File: config.mk
export PLATFORM = sky130hd
export DESIGN_NAME = reset_event_sync
export DESIGN_NICKNAME = d
export VERILOG_FILES = /design/src/rtl/reset_event_pkg.sv /design/src/rtl/debounce_channel.sv /design/src/rtl/reset_event_sync.sv
export SDC_FILE = /design/constraint.sdc
export NUM_CORES = 1
export LEC_CHECK = 0
export CAP_MARGIN = 10
export CORE_ASPECT_RATIO = 1.4
export CORE_UTILIZATION = 58
export CTS_CLUSTER_SIZE = 14
export DETAILED_ROUTE_END_ITERATION = 8
export DONT_BUFFER_PORTS = 1
export PLACE_DENSITY = 0.87
export SLEW_MARGIN = 10
export SYNTH_ARGS = -nofsm -noshare
export SYNTH_HDL_FRONTEND = slang
export SYNTH_SLANG_ARGS = --single-unit
File: constraint.sdc
create_clock -name io_mainClk -period 2.25 [get_ports io_mainClk]
set_clock_uncertainty 0.2 [all_clocks]
set_input_delay 0.1125 -clock io_mainClk [delete_from_list [all_inputs] [get_ports io_mainClk]]
set_output_delay 0.1125 -clock io_mainClk [all_outputs]
set_load 0.05 [all_outputs]
File: src/rtl/reset_event_pkg.sv
// Shared constants, FSM state type and edge-qualification helper for reset_event_sync.
package reset_event_pkg;

    localparam logic [1:0] EDGE_OFF  = 2'b00;
    localparam logic [1:0] EDGE_RISE = 2'b01;
    localparam logic [1:0] EDGE_FALL = 2'b10;
    localparam logic [1:0] EDGE_BOTH = 2'b11;

    typedef enum logic [1:0] {
        WAIT_LOCK = 2'd0,
        COUNT     = 2'd1,
        RUN       = 2'd2,
        PULSE     = 2'd3
    } state_e;

    // True when a transition to new_level is selected by mode.
    function automatic logic edge_match(input logic [1:0] mode, input logic new_level);
        if (new_level) begin
            return (mode & EDGE_RISE) != EDGE_OFF;
        end
        return (mode & EDGE_FALL) != EDGE_OFF;
    endfunction

endpackage

File: src/rtl/debounce_channel.sv
// One pin: synchroniser chain, stability counter, debounced level and qualified edge pulse.
module debounce_channel
    import reset_event_pkg::*;
#(
    parameter int unsigned SYNC_STAGES   = 2,
    parameter int unsigned DEBOUNCE_BITS = 16
) (
    input  logic                     clk,
    input  logic                     rst_n,
    input  logic                     pin,
    input  logic [1:0]               mode,
    input  logic [DEBOUNCE_BITS-1:0] limit,
    input  logic                     enable,
    input  logic                     load,
    output logic                     level,
    output logic                     event_o
);

    logic [SYNC_STAGES-1:0]   sync_q, sync_d;
    logic [DEBOUNCE_BITS-1:0] cnt_q, cnt_d;
    logic                     level_q, level_d;
    logic                     event_q, event_d;
    logic                     s_c;

    assign s_c = sync_q[SYNC_STAGES-1];

    // Next-state: shift the synchroniser, count mismatch cycles, commit level after limit+1.
    always_comb begin
        sync_d  = {sync_q[SYNC_STAGES-2:0], pin};
        level_d = level_q;
        cnt_d   = cnt_q;
        event_d = 1'b0;
        if (load) begin
            level_d = s_c;
            cnt_d   = '0;
        end else if (s_c != level_q) begin
            // >= keeps a limit lowered mid-run from stranding the counter above it.
            if (cnt_q >= limit) begin
                level_d = s_c;
                cnt_d   = '0;
                event_d = enable && edge_match(mode, s_c);
            end else begin
                cnt_d = cnt_q + DEBOUNCE_BITS'(1);
            end
        end else begin
            cnt_d = '0;
        end
    end

    // State registers.
    always_ff @(posedge clk or negedge rst_n) begin
        if (!rst_n) begin
            sync_q  <= '0;
            cnt_q   <= '0;
            level_q <= 1'b0;
            event_q <= 1'b0;
        end else begin
            sync_q  <= sync_d;
            cnt_q   <= cnt_d;
            level_q <= level_d;
            event_q <= event_d;
        end
    end

    assign level   = level_q;
    assign event_o = event_q;

endmodule

File: src/rtl/reset_event_sync.sv
// Multi-channel pin debouncer with edge events, plus PLL-lock POR and event-retriggered reset pulse.
module reset_event_sync
    import reset_event_pkg::*;
#(
    parameter int unsigned CHANNELS      = 4,
    parameter int unsigned SYNC_STAGES   = 2,
    parameter int unsigned DEBOUNCE_BITS = 16,
    parameter int unsigned POR_CYCLES    = 255,
    parameter int unsigned PULSE_CYCLES  = 16
) (
    input  logic                     io_mainClk,
    input  logic                     io_asyncReset_n,
    input  logic                     io_pllLocked,
    input  logic [CHANNELS-1:0]      io_pins,
    input  logic [2*CHANNELS-1:0]    io_edgeMode,
    input  logic [CHANNELS-1:0]      io_resetMask,
    input  logic [DEBOUNCE_BITS-1:0] io_debounceLimit,
    output logic [CHANNELS-1:0]      io_level,
    output logic [CHANNELS-1:0]      io_event,
    output logic                     io_resetOut,
    output logic                     io_ready
);

    localparam int unsigned POR_W   = (POR_CYCLES   > 1) ? $clog2(POR_CYCLES)   : 1;
    localparam int unsigned PULSE_W = (PULSE_CYCLES > 1) ? $clog2(PULSE_CYCLES) : 1;
    localparam logic [POR_W-1:0]   POR_LAST   = POR_W'(POR_CYCLES - 1);
    localparam logic [PULSE_W-1:0] PULSE_LOAD = PULSE_W'(PULSE_CYCLES - 1);

    logic [SYNC_STAGES-1:0] lk_sync_q, lk_sync_d;
    state_e                 state_q, state_d;
    logic [POR_W-1:0]       por_cnt_q, por_cnt_d;
    logic [PULSE_W-1:0]     pulse_cnt_q, pulse_cnt_d;
    logic                   reset_out_q, reset_out_d;
    logic                   ready_q, ready_d;
    logic                   lk_c, load_c, events_en_c, masked_c;

    assign lk_c        = lk_sync_q[SYNC_STAGES-1];
    assign events_en_c = (state_q == RUN) || (state_q == PULSE);
    assign load_c      = (state_q == COUNT) && lk_c && (por_cnt_q == POR_LAST);
    assign masked_c    = |(io_event & io_resetMask);

    // Per-channel debouncers; they run in every state, events gated by the FSM.
    for (genvar i = 0; i < CHANNELS; i++) begin : g_ch
        debounce_channel #(
            .SYNC_STAGES  (SYNC_STAGES),
            .DEBOUNCE_BITS(DEBOUNCE_BITS)
        ) u_ch (
            .clk    (io_mainClk),
            .rst_n  (io_asyncReset_n),
            .pin    (io_pins[i]),
            .mode   (io_edgeMode[2*i +: 2]),
            .limit  (io_debounceLimit),
            .enable (events_en_c),
            .load   (load_c),
            .level  (io_level[i]),
            .event_o(io_event[i])
        );
    end

    // Next-state: lock sync, POR count, pulse stretch/retrigger; lock loss overrides all.
    always_comb begin
        lk_sync_d   = {lk_sync_q[SYNC_STAGES-2:0], io_pllLocked};
        state_d     = state_q;
        por_cnt_d   = por_cnt_q;
        pulse_cnt_d = pulse_cnt_q;
        case (state_q)
            WAIT_LOCK: begin
                por_cnt_d = '0;
                if (lk_c) state_d = COUNT;
            end
            COUNT: begin
                if (por_cnt_q == POR_LAST) begin
                    state_d   = RUN;
                    por_cnt_d = '0;
                end else begin
                    por_cnt_d = por_cnt_q + POR_W'(1);
                end
            end
            RUN: begin
                if (masked_c) begin
                    state_d     = PULSE;
                    pulse_cnt_d = PULSE_LOAD;
                end
            end
            PULSE: begin
                if (masked_c) begin
                    pulse_cnt_d = PULSE_LOAD;
                end else if (pulse_cnt_q == '0) begin
                    state_d = RUN;
                end else begin
                    pulse_cnt_d = pulse_cnt_q - PULSE_W'(1);
                end
            end
            default: state_d = WAIT_LOCK;
        endcase
        if (!lk_c) begin
            state_d   = WAIT_LOCK;
            por_cnt_d = '0;
        end
        reset_out_d = (state_d != RUN);
        ready_d     = (state_d == RUN) || (state_d == PULSE);
    end

    // State and registered output flops.
    always_ff @(posedge io_mainClk or negedge io_asyncReset_n) begin
        if (!io_asyncReset_n) begin
            lk_sync_q   <= '0;
            state_q     <= WAIT_LOCK;
            por_cnt_q   <= '0;
            pulse_cnt_q <= '0;
            reset_out_q <= 1'b1;
            ready_q     <= 1'b0;
        end else begin
            lk_sync_q   <= lk_sync_d;
            state_q     <= state_d;
            por_cnt_q   <= por_cnt_d;
            pulse_cnt_q <= pulse_cnt_d;
            reset_out_q <= reset_out_d;
            ready_q     <= ready_d;
        end
    end

    assign io_resetOut = reset_out_q;
    assign io_ready    = ready_q;

endmodule
=== Yosys cells after proc, flatten, opt, wreduce, memory -nomap -nowiden ===
Index checks and enable logic that the tools add are counted.
W data, S select, Z words.

* Output and inout port bits: 10
* Input bits: 35
* Word-level logic and storage cells: 157
* Register bits after elaboration: 98

* Eq/ne operators: 14
* Magnitude comparators: 4
* Add/sub/neg operators: 6
* Bitwise operators: 1
* Muxes and demuxes: 85
* Reduce and logical (&&, ||, !) cells: 25

{| class="wikitable"
|+ Operators by type and width
! cell !! number
|-
| $mux W16 || 12
|-
| $add A16 B1 Y16 const B || 4
|-
| $ge A16 B16 Y1 || 4
|-
| $mux W1 || 60
|-
| $reduce_bool A2 Y1 || 9
|-
| $mux W8 || 2
|-
| $pmux W8 S2 || 1
|-
| $mux W4 || 3
|-
| $mux W2 || 5
|-
| $add A8 B1 Y8 const B || 1
|-
| $eq A2 B2 Y1 const B || 4
|-
| $eq A8 B8 Y1 const B || 1
|-
| $pmux W2 S4 || 1
|-
| $pmux W4 S2 || 1
|-
| $reduce_and A2 Y1 || 4
|-
| $logic_and A1 B1 Y1 || 6
|-
| $and A4 B4 Y4 || 1
|-
| $logic_not A4 Y1 || 1
|-
| $ne A1 B1 Y1 || 4
|-
| $ne A2 B2 Y1 const B || 2
|-
| $reduce_or A4 Y1 || 1
|-
| $sub A4 B1 Y4 const B || 1
|-
| $ne A3 B1 Y1 const B || 1
|-
| $ne A3 B3 Y1 const B || 1
|-
| 4 further kinds || 5
|}

=== Longest topological paths before layout ===
* Word-level depth: 12
* Gate-level depth with buffers: 8
* Mapped depth without buffers: 7

=== Modules after synthesis ===
From an unflattened synthesis, not the netlist that was laid out.

* Cells, all modules: 633
* Area, all modules: 6188.4 sq um

{| class="wikitable"
|+ By module, submodules not included
! module !! instances !! seq. area each (sq um) !! area each (sq um) !! cells an instance
|-
| debounce_channel || 4 || 500.5 || 1313.8 || 135
|-
| reset_event_sync || 1 || 451.7 || 933.4 || 93
|}

=== Worst setup path before layout ===
Ideal clock, no wire load.

* Kind: register -> register
* From: reg g_ch[1].u_ch.cnt_q[13]
* To: reg g_ch[1].u_ch.level_q
* Setup slack: -0.020 ns
* Cell stages (with the launch flop): 7
* Library setup time: 0.125 ns
* Clock period less this slack: 2.270 ns
* Path buffers: 0
* Data required time: 1.925 ns
* Arrival: 1.945 ns
* Path through: dfrtp_1 -> ha_1 -> nand4_2 -> nor3_2 -> or4b_1 -> and4_4 -> mux2_4

* Cells in the longest elaborated chain, start to end: 3

{| class="wikitable"
|+ Ends and longest elaborated chain
! element !! line !! source
|-
| start: declaration || debounce_channel.sv:20 || <nowiki>logic [DEBOUNCE_BITS-1:0] cnt_q, cnt_d;</nowiki>
|-
| start signal: assignment || debounce_channel.sv:59 || <nowiki>cnt_q <= cnt_d;</nowiki>
|-
| $ge A16 B16 Y1 || debounce_channel.sv:38 || <nowiki>if (cnt_q >= limit) begin</nowiki>
|-
| $reduce_bool A2 Y1 (no line) || - ||
|-
| $reduce_and A2 Y1 (no line) || - ||
|-
| end signal: assignment || debounce_channel.sv:60 || <nowiki>level_q <= level_d;</nowiki>
|-
| end: declaration || debounce_channel.sv:21 || <nowiki>logic level_q, level_d;</nowiki>
|}

Every way passes these cells.
A chain may end at the register's enable or synchronous reset.

=== Worst setup path in the final report ===
* From: reg g_ch[0].u_ch.cnt_q[14]
* To: reg g_ch[0].u_ch.level_q

* Cells in the longest elaborated chain, start to end: 3

{| class="wikitable"
|+ Ends and longest elaborated chain
! element !! line
|-
| start: declaration || debounce_channel.sv:20
|-
| start signal: assignment || debounce_channel.sv:59
|-
| $ge A16 B16 Y1 || debounce_channel.sv:38
|-
| $reduce_bool A2 Y1 (no line) || -
|-
| $reduce_and A2 Y1 (no line) || -
|-
| end signal: assignment || debounce_channel.sv:60
|-
| end: declaration || debounce_channel.sv:21
|}

Every way passes these cells.

==> key figures <==
Synthesis
  – Largest area contributor in the netlist: dfrtp_1
  – Synth top area share: roughly 41%
  – Post-Syn Area: roughly 5900 um^2
  – Post-synthesis sequential area ratio: 41.74%
  – Main flop type after synthesis: dfrtp_1
  – Synth unique cells: 45
  – Avg Cell Area, Syn: between 9 and 10 um^2
  – Post-Syn Instances: slightly above 600
  – Asr flop ratio synth: 100.0%
  – YS warnings: 0
  – Synth Net Count: between 700 and 800
  – #FFs+latches synth: 98
  – Synth top area cells: dfrtp_1 (41%), ha_1 (15%), xor2_1 (5.7%)
  – Post-synth EDFFs: 0

Floorplanning
  – I/O pins: 45
  – Row cnt: between 40 and 50
  – Chip height: between 100 and 150 um
  – Die width: between 80 and 90 um
  – Core area: between 9000 and 10000 um^2
  – Total Die Area: between 10000 and 15000 um^2
  – Initial Util: 59.38%

Clock network
  – Hold Buf Count CTS: 17
  – TritonCTS buffer count: 9
  – Clock transition at path regs: ~0.070 ns
  – CTS tree: done
  – CTS root buf: clkbuf_16
  – Sink Count: 98
  – Clk_lat worst skew: about 0.36 ns
  – CTS H-tree lvls: 3
  – Max clock buf depth: 2

Pwr
  – Leakage: 3.343 nW
  – Power per cell area: around 530 nW/um^2
  – Peak VDD IR: roughly 420 uV
  – Tot Pwr: approximately 3.7 mW

Global route
  – GRT overflow: 0
  – Pin count of the biggest net entering global routing: 99
  – Vias in the first global route: between 5000 and 6000
  – Initial antenna violation count: 0
  – First-pass GRT wire length: ~26000 um
  – GRT Resource Usage Total: a little under a third

Outcome
  – Failing checks: negative hold slack, negative setup slack
  – Outcome: finished, violations left

Cells and area
  – Footprint of the multi-input gates: between 3000 and 4000 um^2
  – Layout cell share with drive strength beyond 1: about 16%
  – FF/Latch Area: roughly 2500 um^2
  – Number of fill cells in the layout: 650
  – Nets: approximately 790
  – # diodes: 0
  – Fin area: between 7000 and 8000 um^2
  – Synthesis-to-finish area growth: 20.75%
  – Fin cells: 817

Routing
  – Router iterations before antenna repair: 5
  – Routed length per instance: roughly 21 um
  – Antenna-violating nets left: 0
  – WL final: approximately 17000 um
  – Drt drc: 0
  – Via density: roughly 6.6
  – Iteration-0 DRC Markers: between 600 and 700
  – Via count: around 5400

Placement
  – Placed insts: 780
  – Hpwl dp: ~11000 um
  – Port bufs: 0
  – Post-DP Area: between 6000 and 7000 um^2
  – RePlAce Congestion: between 0.9 and 1
  – Pre-CTS worst setup slack: -0.07549 ns

Worst setup path
  – Crit path launch: g_ch[0].u_ch.cnt_q[14]
  – Startpoint Class: flop
  – Required time of the worst setup path: 2.29 ns
  – Worst EP arrival: ~2.4 ns
  – CP Class: flop to flop
  – CP endpoint kind: flop
  – Critical Path Fanout Max: 3
  – Worst r2r src: g_ch[0].u_ch.cnt_q[14]

STA
  – RSZ-0062 raised after global routing: true
  – Setup ws final: -0.1134 ns
  – Worst Tran Pin Value: around 0.53 ns
  – Max Slew Vio Count: 0
  – Final Hold Vio Count: around 100
  – Max Fclk: 423.1 MHz
  – Crit path time final: around 2.4 ns
  – Relative slew slack: 64.42%
  – Hold WS: -0.7495 ns
  – Final critical-path share of the clock period: 105.0%
  – Finish-stage setup viols: 21

Min path
  – Hold crit path type: input port to async pin

Run
  – Max-Cap Viols: 0
-- cell usage after synthesis, drive strengths merged (6+ instances only) --
| master | number |
|---|---|
| a21oi | 23 |
| xor2 | 38 |
| xnor2 | 28 |
| ha | 71 |
| nor3 | 24 |
| buf | 12 |
| nor2 | 78 |
| inv | 34 |
| and3 | 10 |
| nand3 | 29 |
| dfrtp | 97 |
| nor4 | 6 |
| nand2 | 56 |
| nor2b | 6 |
| nand4 | 24 |
| and4 | 10 |
| o21ai | 19 |
-- metal layers --
layer,vias to the layer above,routed length [um],global-route usage (%)
met2,389,8253,54.38
li1,2269,-,-
met1,2540,6090,34.40
met3,159,1421,7.415
met5,-,0,0
met4,0,1423,22.60
-- final timing paths --
path / cells past startpoint / to / slack, ns
hold reg to reg: 0 / g_ch[2].u_ch.sync_q[1] / 0.16
max in group asynchronous: 0 / io_resetOut / 2.34
setup reg to reg: 6 / g_ch[0].u_ch.level / -0.11
setup / recovery: 6 / g_ch[0].u_ch.level / -0.11
hold / removal: 0 / g_ch[1].u_ch.level / -0.75
min in group io_mainClk: 4 / state_q[0] / -0.01
-- registers in the layout (all words and copies together) (netlist names) --
signal             cells
io_resetOut            1
g_ch.u_ch.event_o      4
lk_sync_q              2
g_ch.u_ch.sync_q       8
io_ready               1
g_ch.u_ch.cnt_q       64
g_ch.u_ch.level        4
state_q                2
por_cnt_q              8
pulse_cnt_q            4
-- logic make-up (layout without fill, tap and decap cells) --
family          after synthesis  count (layout)  synth area share (%)
simple gates                256             256                 21.60
flops                        98              98                 41.74
fa+ha+maj                    71              71                 15.11
compound gates               66              66                 7.003
xor+xnor                     66              66                 9.834
buf+inv                      50             121                 3.874
mux                           4               4                0.8300
-- cells in the final DEF (no fill, tap or decap), drive strengths merged, types with 2 or more instances in the layout --
cell	netlist	routed
nand3b	4	4
a31oi	5	5
a2111oi	2	2
a21oi	23	23
or4b	2	2
xnor2	28	28
and3	10	10
nor3	24	24
mux2	4	4
buf	12	56
nand2b	2	2
ha	71	71
nand2	56	56
dlygate4sd3	0	17
nor2	78	78
o311ai	3	3
nor4	6	6
nor2b	6	6
a22oi	4	4
a211oi	2	2
and2	2	2
clkbuf	4	11
and4	10	10
xor2	38	38
nand3	29	29
inv	34	34
clkinv	0	2
o211a	2	2
o21ai	19	19
nand4	24	24
dfrtp	97	97
o21a	3	3
-- critical path: stages (launching register included) --
cell	delay [ns]
dfrtp_1	0.43
ha_4	0.29
nand4_1	0.14
nor3_2	0.22
or4b_4	0.53
nand4_1	0.14
mux2_4	0.31
-- timing repair --
action	4_1_cts	5_1_grt
endpoints found under the setup margin	26	51
hold endpoints to repair	111	98
cloned	0	2
gates resized for setup	13	24
pin swaps	2	8
buffers inserted	0	4
-- final cells by class --
| type | instances | area share, % |
|---|---|---|
| Clock inverter | 3 | 0.5641 |
| Clock buffer | 11 | 3.561 |
| Inverter | 34 | 1.798 |
| Tap cell | 135 | 2.380 |
| Multi-Input combinational cell | 463 | 48.48 |
| Timing Repair Buffer | 73 | 8.655 |
| Sequential cell | 98 | 34.57 |
-- stage by stage --
stage,hold WS [ns],TNS [ns],utilization [%]
floorplan,-0.3831,0,-
global placement,-0.3792,0,64.16
detailed placement,-0.3794,-0.2180,64.16
CTS,-0.7453,-0.03167,69.65
global route,-0.7530,-2.195,71.70
finish,-0.7495,-0.8530,71.70
-- report_power, final --
| part | internal [mW] | leakage, nW | switching [mW] | total, mW |
|---|---|---|---|---|
| Sequential | 1.79 | 1.31 | 0.0287 | 1.82 |
| Clock | 0.906 | 0.147 | 0.657 | 1.56 |
| Combinational | 0.154 | 1.88 | 0.203 | 0.357 |
No activity file was read; power rests on OpenSTA's default activity.
